===== src/rtl/mem_access_controller_if.sv =====
// Core-request and Avalon data-bus signals of the load/store controller.
// slave = the controller itself; master = its environment (core plus data memory).
interface mem_access_controller_if;
  logic        req_valid;
  logic        req_ready;
  logic [5:0]  opcode;
  logic [31:0] base;
  logic [15:0] imm;
  logic [31:0] store_data;
  logic        rsp_valid;
  logic [31:0] rsp_data;
  logic        rsp_err;
  logic [31:0] address;
  logic        read;
  logic        write;
  logic [3:0]  byteenable;
  logic [31:0] writedata;
  logic        waitrequest;
  logic [31:0] readdata;

  modport slave (
    input  req_valid, opcode, base, imm, store_data, waitrequest, readdata,
    output req_ready, rsp_valid, rsp_data, rsp_err, address, read, write,
           byteenable, writedata
  );

  modport master (
    output req_valid, opcode, base, imm, store_data, waitrequest, readdata,
    input  req_ready, rsp_valid, rsp_data, rsp_err, address, read, write,
           byteenable, writedata
  );
endinterface


===== src/rtl/mem_access_controller.sv =====
// Sequences MIPS loads/stores onto an Avalon-style data bus with alignment
// checking, waitrequest timeout and sign/zero extension of load data.
module mem_access_controller #(
  parameter int unsigned MAX_WAIT = 16
) (
  input  logic                    clk,
  input  logic                    reset,
  mem_access_controller_if.slave  bus
);

  localparam int unsigned CNT_W = (MAX_WAIT > 1) ? $clog2(MAX_WAIT) : 1;

  localparam logic [5:0] OP_LB  = 6'h20;
  localparam logic [5:0] OP_LH  = 6'h21;
  localparam logic [5:0] OP_LW  = 6'h23;
  localparam logic [5:0] OP_LBU = 6'h24;
  localparam logic [5:0] OP_LHU = 6'h25;
  localparam logic [5:0] OP_SB  = 6'h28;
  localparam logic [5:0] OP_SH  = 6'h29;
  localparam logic [5:0] OP_SW  = 6'h2B;

  typedef enum logic [1:0] {IDLE, ACCESS, RESP} state_e;

  state_e             state_q, state_d;
  logic [5:0]         op_q, op_d;
  logic [1:0]         ea_lo_q, ea_lo_d;
  logic [CNT_W-1:0]   cnt_q, cnt_d;
  logic               read_q, read_d;
  logic               write_q, write_d;
  logic [31:0]        address_q, address_d;
  logic [3:0]         be_q, be_d;
  logic [31:0]        wdata_q, wdata_d;
  logic               rsp_valid_q, rsp_valid_d;
  logic               rsp_err_q, rsp_err_d;
  logic [31:0]        rsp_data_q, rsp_data_d;

  logic [31:0]        ea_c;
  logic               legal_c;
  logic               is_byte_c, is_half_c, is_load_c;
  logic               misaligned_c;
  logic [7:0]         lane_b_c;
  logic [15:0]        lane_h_c;
  logic [31:0]        load_c;
  logic               timeout_c;

  // Decode the incoming request and compute its effective address.
  always_comb begin
    ea_c      = bus.base + {{16{bus.imm[15]}}, bus.imm};
    legal_c   = 1'b0;
    is_byte_c = 1'b0;
    is_half_c = 1'b0;
    case (bus.opcode)
      OP_LB, OP_LBU, OP_SB: begin legal_c = 1'b1; is_byte_c = 1'b1; end
      OP_LH, OP_LHU, OP_SH: begin legal_c = 1'b1; is_half_c = 1'b1; end
      OP_LW, OP_SW:         legal_c = 1'b1;
      default:              legal_c = 1'b0;
    endcase
    is_load_c    = ~bus.opcode[3];
    misaligned_c = is_half_c ? ea_c[0] : (!is_byte_c && (ea_c[1:0] != 2'b00));
  end

  // Pick the addressed lane of readdata and extend it for the latched opcode.
  always_comb begin
    case (ea_lo_q)
      2'd0:    lane_b_c = bus.readdata[7:0];
      2'd1:    lane_b_c = bus.readdata[15:8];
      2'd2:    lane_b_c = bus.readdata[23:16];
      default: lane_b_c = bus.readdata[31:24];
    endcase
    lane_h_c = ea_lo_q[1] ? bus.readdata[31:16] : bus.readdata[15:0];
    case (op_q)
      OP_LB:   load_c = {{24{lane_b_c[7]}}, lane_b_c};
      OP_LBU:  load_c = {24'h0, lane_b_c};
      OP_LH:   load_c = {{16{lane_h_c[15]}}, lane_h_c};
      OP_LHU:  load_c = {16'h0, lane_h_c};
      OP_LW:   load_c = bus.readdata;
      default: load_c = 32'h0;
    endcase
    timeout_c = (MAX_WAIT != 0) && (cnt_q == CNT_W'(MAX_WAIT - 1));
  end

  // Next-state and registered-output logic.
  always_comb begin
    state_d     = state_q;
    op_d        = op_q;
    ea_lo_d     = ea_lo_q;
    cnt_d       = cnt_q;
    read_d      = read_q;
    write_d     = write_q;
    address_d   = address_q;
    be_d        = be_q;
    wdata_d     = wdata_q;
    rsp_valid_d = 1'b0;
    rsp_err_d   = 1'b0;
    rsp_data_d  = rsp_data_q;

    case (state_q)
      IDLE: begin
        if (bus.req_valid) begin
          op_d    = bus.opcode;
          ea_lo_d = ea_c[1:0];
          cnt_d   = '0;
          if (!legal_c || misaligned_c) begin
            state_d     = RESP;
            rsp_valid_d = 1'b1;
            rsp_err_d   = 1'b1;
            rsp_data_d  = 32'h0;
          end else begin
            state_d   = ACCESS;
            address_d = {ea_c[31:2], 2'b00};
            read_d    = is_load_c;
            write_d   = ~is_load_c;
            if (is_byte_c)      be_d = 4'b0001 << ea_c[1:0];
            else if (is_half_c) be_d = ea_c[1] ? 4'b1100 : 4'b0011;
            else                be_d = 4'b1111;
            if (is_load_c)      wdata_d = 32'h0;
            else if (is_byte_c) wdata_d = {4{bus.store_data[7:0]}};
            else if (is_half_c) wdata_d = {2{bus.store_data[15:0]}};
            else                wdata_d = bus.store_data;
          end
        end
      end
      ACCESS: begin
        if (!bus.waitrequest) begin
          state_d     = RESP;
          read_d      = 1'b0;
          write_d     = 1'b0;
          rsp_valid_d = 1'b1;
          rsp_data_d  = read_q ? load_c : 32'h0;
        end else if (timeout_c) begin
          state_d     = RESP;
          read_d      = 1'b0;
          write_d     = 1'b0;
          rsp_valid_d = 1'b1;
          rsp_err_d   = 1'b1;
          rsp_data_d  = 32'h0;
        end else if (MAX_WAIT != 0) begin
          cnt_d = cnt_q + CNT_W'(1);
        end
      end
      RESP:    state_d = IDLE;
      default: state_d = IDLE;
    endcase
  end

  always_ff @(posedge clk) begin
    if (reset) begin
      state_q     <= IDLE;
      op_q        <= 6'h0;
      ea_lo_q     <= 2'b00;
      cnt_q       <= '0;
      read_q      <= 1'b0;
      write_q     <= 1'b0;
      address_q   <= 32'h0;
      be_q        <= 4'h0;
      wdata_q     <= 32'h0;
      rsp_valid_q <= 1'b0;
      rsp_err_q   <= 1'b0;
      rsp_data_q  <= 32'h0;
    end else begin
      state_q     <= state_d;
      op_q        <= op_d;
      ea_lo_q     <= ea_lo_d;
      cnt_q       <= cnt_d;
      read_q      <= read_d;
      write_q     <= write_d;
      address_q   <= address_d;
      be_q        <= be_d;
      wdata_q     <= wdata_d;
      rsp_valid_q <= rsp_valid_d;
      rsp_err_q   <= rsp_err_d;
      rsp_data_q  <= rsp_data_d;
    end
  end

  assign bus.req_ready  = (state_q == IDLE);
  assign bus.read       = read_q;
  assign bus.write      = write_q;
  assign bus.address    = address_q;
  assign bus.byteenable = be_q;
  assign bus.writedata  = wdata_q;
  assign bus.rsp_valid  = rsp_valid_q;
  assign bus.rsp_err    = rsp_err_q;
  assign bus.rsp_data   = rsp_data_q;

endmodule


===== src/flat_wrapper.sv =====
// flat-port wrapper written by rule: the top's interface ports become plain ports
module mem_access_controller_flat 
#(
  parameter int unsigned MAX_WAIT = 16
)
  (clk, reset, bus_req_valid, bus_opcode, bus_base, bus_imm, bus_store_data, bus_waitrequest, bus_readdata, bus_req_ready, bus_rsp_valid, bus_rsp_data, bus_rsp_err, bus_address, bus_read, bus_write, bus_byteenable, bus_writedata);
  mem_access_controller_if bus_i ();
  input  logic clk;
  input  logic reset;
  input wire logic [$bits(bus_i.req_valid)-1:0] bus_req_valid;
  input wire logic [$bits(bus_i.opcode)-1:0] bus_opcode;
  input wire logic [$bits(bus_i.base)-1:0] bus_base;
  input wire logic [$bits(bus_i.imm)-1:0] bus_imm;
  input wire logic [$bits(bus_i.store_data)-1:0] bus_store_data;
  input wire logic [$bits(bus_i.waitrequest)-1:0] bus_waitrequest;
  input wire logic [$bits(bus_i.readdata)-1:0] bus_readdata;
  output wire logic [$bits(bus_i.req_ready)-1:0] bus_req_ready;
  output wire logic [$bits(bus_i.rsp_valid)-1:0] bus_rsp_valid;
  output wire logic [$bits(bus_i.rsp_data)-1:0] bus_rsp_data;
  output wire logic [$bits(bus_i.rsp_err)-1:0] bus_rsp_err;
  output wire logic [$bits(bus_i.address)-1:0] bus_address;
  output wire logic [$bits(bus_i.read)-1:0] bus_read;
  output wire logic [$bits(bus_i.write)-1:0] bus_write;
  output wire logic [$bits(bus_i.byteenable)-1:0] bus_byteenable;
  output wire logic [$bits(bus_i.writedata)-1:0] bus_writedata;
  assign bus_i.req_valid = bus_req_valid;
  assign bus_i.opcode = bus_opcode;
  assign bus_i.base = bus_base;
  assign bus_i.imm = bus_imm;
  assign bus_i.store_data = bus_store_data;
  assign bus_i.waitrequest = bus_waitrequest;
  assign bus_i.readdata = bus_readdata;
  assign bus_req_ready = bus_i.req_ready;
  assign bus_rsp_valid = bus_i.rsp_valid;
  assign bus_rsp_data = bus_i.rsp_data;
  assign bus_rsp_err = bus_i.rsp_err;
  assign bus_address = bus_i.address;
  assign bus_read = bus_i.read;
  assign bus_write = bus_i.write;
  assign bus_byteenable = bus_i.byteenable;
  assign bus_writedata = bus_i.writedata;
  mem_access_controller #(.MAX_WAIT(MAX_WAIT)) u_core (.clk(clk), .reset(reset), .bus(bus_i));
endmodule

===== config.mk =====
export PLATFORM = sky130hd
export DESIGN_NAME = mem_access_controller_flat
export DESIGN_NICKNAME = d
export VERILOG_FILES = /design/src/rtl/mem_access_controller_if.sv /design/src/rtl/mem_access_controller.sv /design/src/flat_wrapper.sv
export SDC_FILE = /design/constraint.sdc
export NUM_CORES = 1
export LEC_CHECK = 0
export CAP_MARGIN = 0
export CORE_ASPECT_RATIO = 0.9
export CORE_MARGIN = 2
export CORE_UTILIZATION = 47
export DETAILED_ROUTE_END_ITERATION = 7
export PLACE_DENSITY_LB_ADDON = 0.2
export REMOVE_ABC_BUFFERS = 1
export SETUP_SLACK_MARGIN = 0.02
export SYNTH_ARGS = -nofsm -noshare
export SYNTH_HDL_FRONTEND = slang
export SYNTH_SLANG_ARGS = --single-unit

===== constraint.sdc =====
create_clock -name clk -period 3.23 [get_ports clk]
set_clock_uncertainty 0.2 [all_clocks]
set_input_delay 0.4845 -clock clk [delete_from_list [all_inputs] [get_ports clk]]
set_output_delay 0.4845 -clock clk [all_outputs]
set_load 0.05 [all_outputs]

==> Word-level counts from Yosys, hierarchy flattened <==
Cells that the tools add are included.
{ "totals": {"register_bits": 116, "inputBits": 122, "elab_cells": 100} }
{ "classes": {"n_addsub": 2, "eq_ne": 23, "shifts": 1, "mux": 43, "bitwise_logic": 2, "reduce_logical": 17} }
{ "ops": {"columns": ["cell", "n"], "rows": [
  ["2-to-1 mux 32 bit", 8],
  ["one-hot mux 32 bit (5 select lines)", 1],
  ["equality test 6 bit (second input constant)", 13],
  ["one-hot mux 32 bit (2 select lines)", 1],
  ["adder 32 bit", 1],
  ["2-to-1 mux 4 bit", 6],
  ["one-hot mux 8 bit (3 select lines)", 1],
  ["2-to-1 mux 16 bit", 1],
  ["2-to-1 mux 1 bit", 15],
  ["AND reduction 4 bit", 3],
  ["2-to-1 mux 2 bit", 4],
  ["!= test 2 bit (second input constant)", 4],
  ["one-hot mux 1 bit (2 select lines)", 4],
  ["one-hot mux 4 bit (2 select lines)", 1],
  ["OR reduction 8 bit", 1],
  ["OR reduction 3 bit", 2],
  ["adder 4 x 1 -> 4 bit (second input constant)", 1],
  ["equality test 2 x 1 -> 1 bit (second input constant)", 2],
  ["equality test 4 bit (second input constant)", 1],
  ["logical NOT 2 bit", 2],
  ["one-hot mux 2 bit (2 select lines)", 1],
  ["AND reduction 2 bit", 2],
  ["nonzero test 2 bit", 2],
  ["<< shifter 1 x 2 -> 4 bit (first input constant)", 1],
  ["8 further kinds", 10]
]} }

==> Depth between registers and ports, before layout <==
{ "depth": {"ltp_word": 10, "mapped_depth": 12} }

==> Worst setup path before layout <==
OpenSTA, ideal clock, no wires.
{ "synth_timing": {"path_kind": "input-to-reg", "from": "in bus_imm[0]", "to": "reg u_core.address_q[25], in the netlist u_core.bus.address[25]", "setup_time_ns": 0.120, "arrival_ns": 2.544, "t_required_ns": 2.910, "setup_slack_ns": 0.367, "stages": 11, "path_buffers": 2, "cell_sequence": "ha_1 -> fa_1 -> nor2_1 -> nand3_1 -> nor3_1 -> a21oi_1 -> nand2b_1 -> buf_4 -> clkbuf_1 -> nor3_1 -> a211o_1"} }
{ "synth_between": {"elab_chain_cells": 7} }
{ "synth_lines": {"columns": ["element", "line", "rtl"], "rows": [
  ["from (decl)", "flat_wrapper.sv:13", "input wire logic [$bits(bus_i.imm)-1:0] bus_imm;"],
  ["adder 32 bit", "mem_access_controller.sv:48", "ea_c = bus.base + {{16{bus.imm[15]}}, bus.imm};"],
  ["named net u_core.ea_c[1]", "mem_access_controller.sv:37", "logic [31:0] ea_c;"],
  ["nonzero test 2 bit", "mem_access_controller.sv:59", "misaligned_c = is_half_c ? ea_c[0] : (!is_byte_c && (ea_c[1:0] != 2'b00));"],
  ["logical AND 1 bit", "mem_access_controller.sv:59", null],
  ["2-to-1 mux 1 bit", "mem_access_controller.sv:59", null],
  ["logical OR 1 bit", "mem_access_controller.sv:103", "if (!legal_c || misaligned_c) begin"],
  ["NOT 1 bit (no line)", null, null],
  ["AND reduction 3 bit (no line)", null, null],
  ["to (signal assigned)", "mem_access_controller.sv:167", "address_q <= address_d;"],
  ["to (decl)", "mem_access_controller.sv:30", "logic [31:0] address_q, address_d;"]
]} }
The timed path passes the listed nets, and every way through them passes these cells.
A chain may end at the register's enable or synchronous reset.

==> Worst setup path after layout <==
{ "layout_timing": {"from": "in bus_imm[0]", "to": "reg u_core.address_q[22], in the netlist u_core.bus.address[22]"} }
{ "layout_between": {"elab_chain_cells": 7} }
{ "layout_lines": {"columns": ["element", "line"], "rows": [
  ["adder 32 bit *", "mem_access_controller.sv:48"],
  ["nonzero test 2 bit", "mem_access_controller.sv:59"],
  ["logical AND 1 bit", "mem_access_controller.sv:59"],
  ["2-to-1 mux 1 bit", "mem_access_controller.sv:59"],
  ["logical OR 1 bit", "mem_access_controller.sv:103"],
  ["NOT 1 bit (no line)", null],
  ["AND reduction 3 bit (no line)", null]
]} }
Every way passes the cells marked *; elsewhere a longest branch is shown, timed or not.

==> run_results.csv <==
group,metric,value,unit
run_status,status,"finished, final reports clean",
placement,port_buffers,224,
final_layout,final_nets,1311,
clock_tree,numCtsBuffers,17,
yosys,yosysWarnings,0,
detailed_routing,drt_wl_total,21900,um
global_route,grt_use_met2,46.5,%
floorplanning,core-area,0.0142,mm2
sta,slew_viol_final,0,
sta,worst_hold_slack,0.248,ns
worst_setup_path,crit_type,"primary input to register",
clock_tree,path_clk_slew,0.06,ns
clock_tree,ctsResizeCount,0,
detailed_routing,vias,7634,
yosys,synth.ff_latch_count,116,
final_layout,area_delta_synth_final,51.6,%
global_route,grt_pass1_vias,7357,
worst_setup_path,critPathMaxStageDelay,0.43,ns
job,max_cap_viol_count,0,
worst_setup_path,cp.required,3.36,ns
floorplanning,row_count,41,
clock_tree,clkLatencyLatePin,0.41,ns
worst_setup_path,endpoint,"u_core.bus.address[22]$_SDFFE_PP0P_",
sta,worst_pin_slew,1.04,ns
global_route,grtUsageTotal,28.0,%
detailed_routing,drt_iter0_markers,505,
clock_tree,post_cts_buffers,0,
yosys,synthCells,887,
worst_hold_path,hold_path_class,"register to register",
worst_setup_path,reg2reg_slack,0.67,ns
detailed_routing,drc,0,
worst_setup_path,cp.arrival,3.14,ns
sta,rsz0062_at_grt,"no",
global_route,grt_start_max_net_pins,97,
sta,relSlewSlack,30.4,%
worst_setup_path,crit_path_top_delay_cell,"or4_1",
worst_setup_path,crit_path_end_kind,"register",
sta,final_min_period_over_clock_period,93.0,%
global_route,grt_overflow,0,
detailed_routing,avgViaCountPerCell,5.60,
yosys,netlist_area,0.00688,mm2
clock_tree,clock_path_buffers,2,
sta,hold_viol,0,
placement,hpwl,16000,um
yosys,synth_seq_area_share,33.7,%
clock_tree,cts_tree,"built",
final_layout,fin_area,0.0104,mm2
worst_setup_path,crit_path_frequent_cell,"a211oi_1",
yosys,synth_cell_types,69,
pwr,vdd_drop_max,0.377,mV
sta,period_needed,3.00,ns
sta,setup_viol,0,
floorplanning,die_y,119,um
yosys,synthArstFlopShare,0,%
worst_setup_path,crit_fanout,3,
worst_setup_path,cp-start-kind,"primary input",
worst_setup_path,reg2reg_depth,7,
detailed_routing,ant_nets,0,
clock_tree,cts-root-buf,"clkbuf_16",
floorplanning,pin_count,227,
worst_setup_path,path_cells,"clkdlybuf4s50_1 > ha_1 > fa_1 > a211oi_1 > o21ai_1 > a21oi_1 > o22ai_1 > or4_1 > o21ai_0 > xor2_1 > a211oi_1",
clock_tree,cts.htree.levels,4,
placement,gp_congestion,0.893,
floorplanning,initial_core_util,48.6,%
global_route,top_usage_layer,"met2",
clock_tree,clock-sinks,116,
final_layout,antenna_cells,0,
global_route,use_met3,5.96,%
floorplanning,die_w,132,um
yosys,synth.avg_cell_area,7.76,um2
floorplanning,dieArea,0.0156,mm2
global_route,grt_pass1_wl,36200,um
clock_tree,hold_buffers,0,
global_route,grtUsageMet1,36.3,%
worst_setup_path,critPathLaunch,"bus_imm[0]",
detailed_routing,firstDrtPassIters,5,
pwr,p_per_area,412,mW/mm2
pwr,p_leak,3.86,nW
yosys,synth_top_flop_cell,"dfxtp_1",
worst_setup_path,rr_endpoint,"u_core.bus.rsp_data[13]$_SDFFE_PP0P_",
placement,placed_area,0.00984,mm2
yosys,synth_edf_count,0,
final_layout,layout-drive-gt1-share,13.7,%
worst_setup_path,r2r-start,"u_core.op_q[5]$_SDFFE_PP0P_",
sta,max_freq,333,MHz
global_route,antenna_found_initial,0,
detailed_routing,wl_per_cell,16.1,um
## Yosys cell counts, types with 8 or more instances
cell type,count,area (um2)
o21ai_0,25,125
nand3b_1,8,60.1
mux2i_1,10,100
clkbuf_1,40,150
nor2_1,75,282
xnor2_1,9,78.8
o2111ai_1,8,70.1
nand2b_1,8,50.1
buf_2,18,90.1
mux2_2,17,191
nand3_1,42,210
a21oi_1,155,776
nand2_1,146,548
xor2_1,11,96.3
ha_1,32,400
dfxtp_1,116,2320
a21o_1,15,113
a221oi_1,8,70.1
nor3_1,13,65.1
## final cells by class
cell class	instances	area [um2]
inverters	7	26.3
clock buffers	18	439
well taps	193	241
flip-flops and latches	116	2320
repair buffers	312	2980
clock inverters	14	153
fillers	1125	3720
multi-input cells	702	4280
## through the flow
step,instances,util [%],TNS (ns),power [mW],worst slack [ns]
after detailed placement,1330,69.5,-0.858,2.42,-0.146
final,1362,73.7,0,4.30,0.226
after CTS,1362,73.7,0,4.32,0.272
after global routing,1362,73.7,0,4.47,0.0667
after floorplan,825,-,-54.83,1.96,-0.965
after global placement,1330,69.5,-0.210,2.42,-0.115
## metal layers
layer	wire (um)	share of wire, %
met5	0	0
met4	492	2.2
met3	1450	6.6
met2	10300	47
met1	9610	44
## sequential cells by signal, indices dropped and copies added (netlist names), 2 cells and up
signal,count
u_core.ea_lo_q,2
u_core.bus.address,30
u_core.state_q,2
u_core.cnt_q,4
u_core.bus.byteenable,4
u_core.bus.rsp_data,32
u_core.op_q,6
u_core.bus.writedata,32
## cells by family after synthesis
logic type               Yosys count  share of synthesized area [%]
AO/OA/AOI/OAI                    270                           23.8
XOR/XNOR                          20                           2.55
adder cells (fa/ha/maj)           33                           6.11
buffers and inverters             70                           4.36
flip-flops                       116                           33.7
multiplexers                      33                           6.20
other                              1                         0.0545
AND/OR/NAND/NOR                  344                           23.2
## worst min path at each step
stage                     cells past startpoint                                   from  slack, ns                                     to
after global routing                          2   u_core.bus.writedata[2]$_SDFFE_PP0P_       0.27   u_core.bus.writedata[2]$_SDFFE_PP0P_
final                                         2     u_core.bus.address[8]$_SDFFE_PP0P_       0.25     u_core.bus.address[8]$_SDFFE_PP0P_
after floorplan                               2            u_core.op_q[5]$_SDFFE_PP0P_       0.23            u_core.op_q[5]$_SDFFE_PP0P_
after CTS                                     2  u_core.bus.writedata[11]$_SDFFE_PP0P_       0.25  u_core.bus.writedata[11]$_SDFFE_PP0P_
after global placement                        2  u_core.bus.writedata[11]$_SDFFE_PP0P_       0.24  u_core.bus.writedata[11]$_SDFFE_PP0P_
after detailed placement                      2    u_core.bus.address[19]$_SDFFE_PP0P_       0.24    u_core.bus.address[19]$_SDFFE_PP0P_
## critical path: cells and delay by family
| kind | cells | cell delay, ns |
|---|---|---|
| compound gates | 6 | 1.08 |
| fa+ha+maj | 2 | 0.64 |
| simple gates | 1 | 0.43 |
| buf+inv | 1 | 0.41 |
| xor+xnor | 1 | 0.09 |
## layout by cell type, fill, tap and decap left out, types with 25 or more instances in the layout
cell type / n
o21ai_0: 25
a21oi_1: 155
nand2_1: 146
buf_4: 83
ha_1: 32
clkdlybuf4s50_1: 223
dfxtp_1: 116
nor2_1: 75
nand3_1: 42
## power by group
group,switching [mW],internal (mW),total (mW)
Combinational,0.484,0.458,0.942
Sequential,0.0179,1.45,1.47
Clock,0.726,1.16,1.89
Total,1.23,3.07,4.30
(Power assumes the default switching activity.)
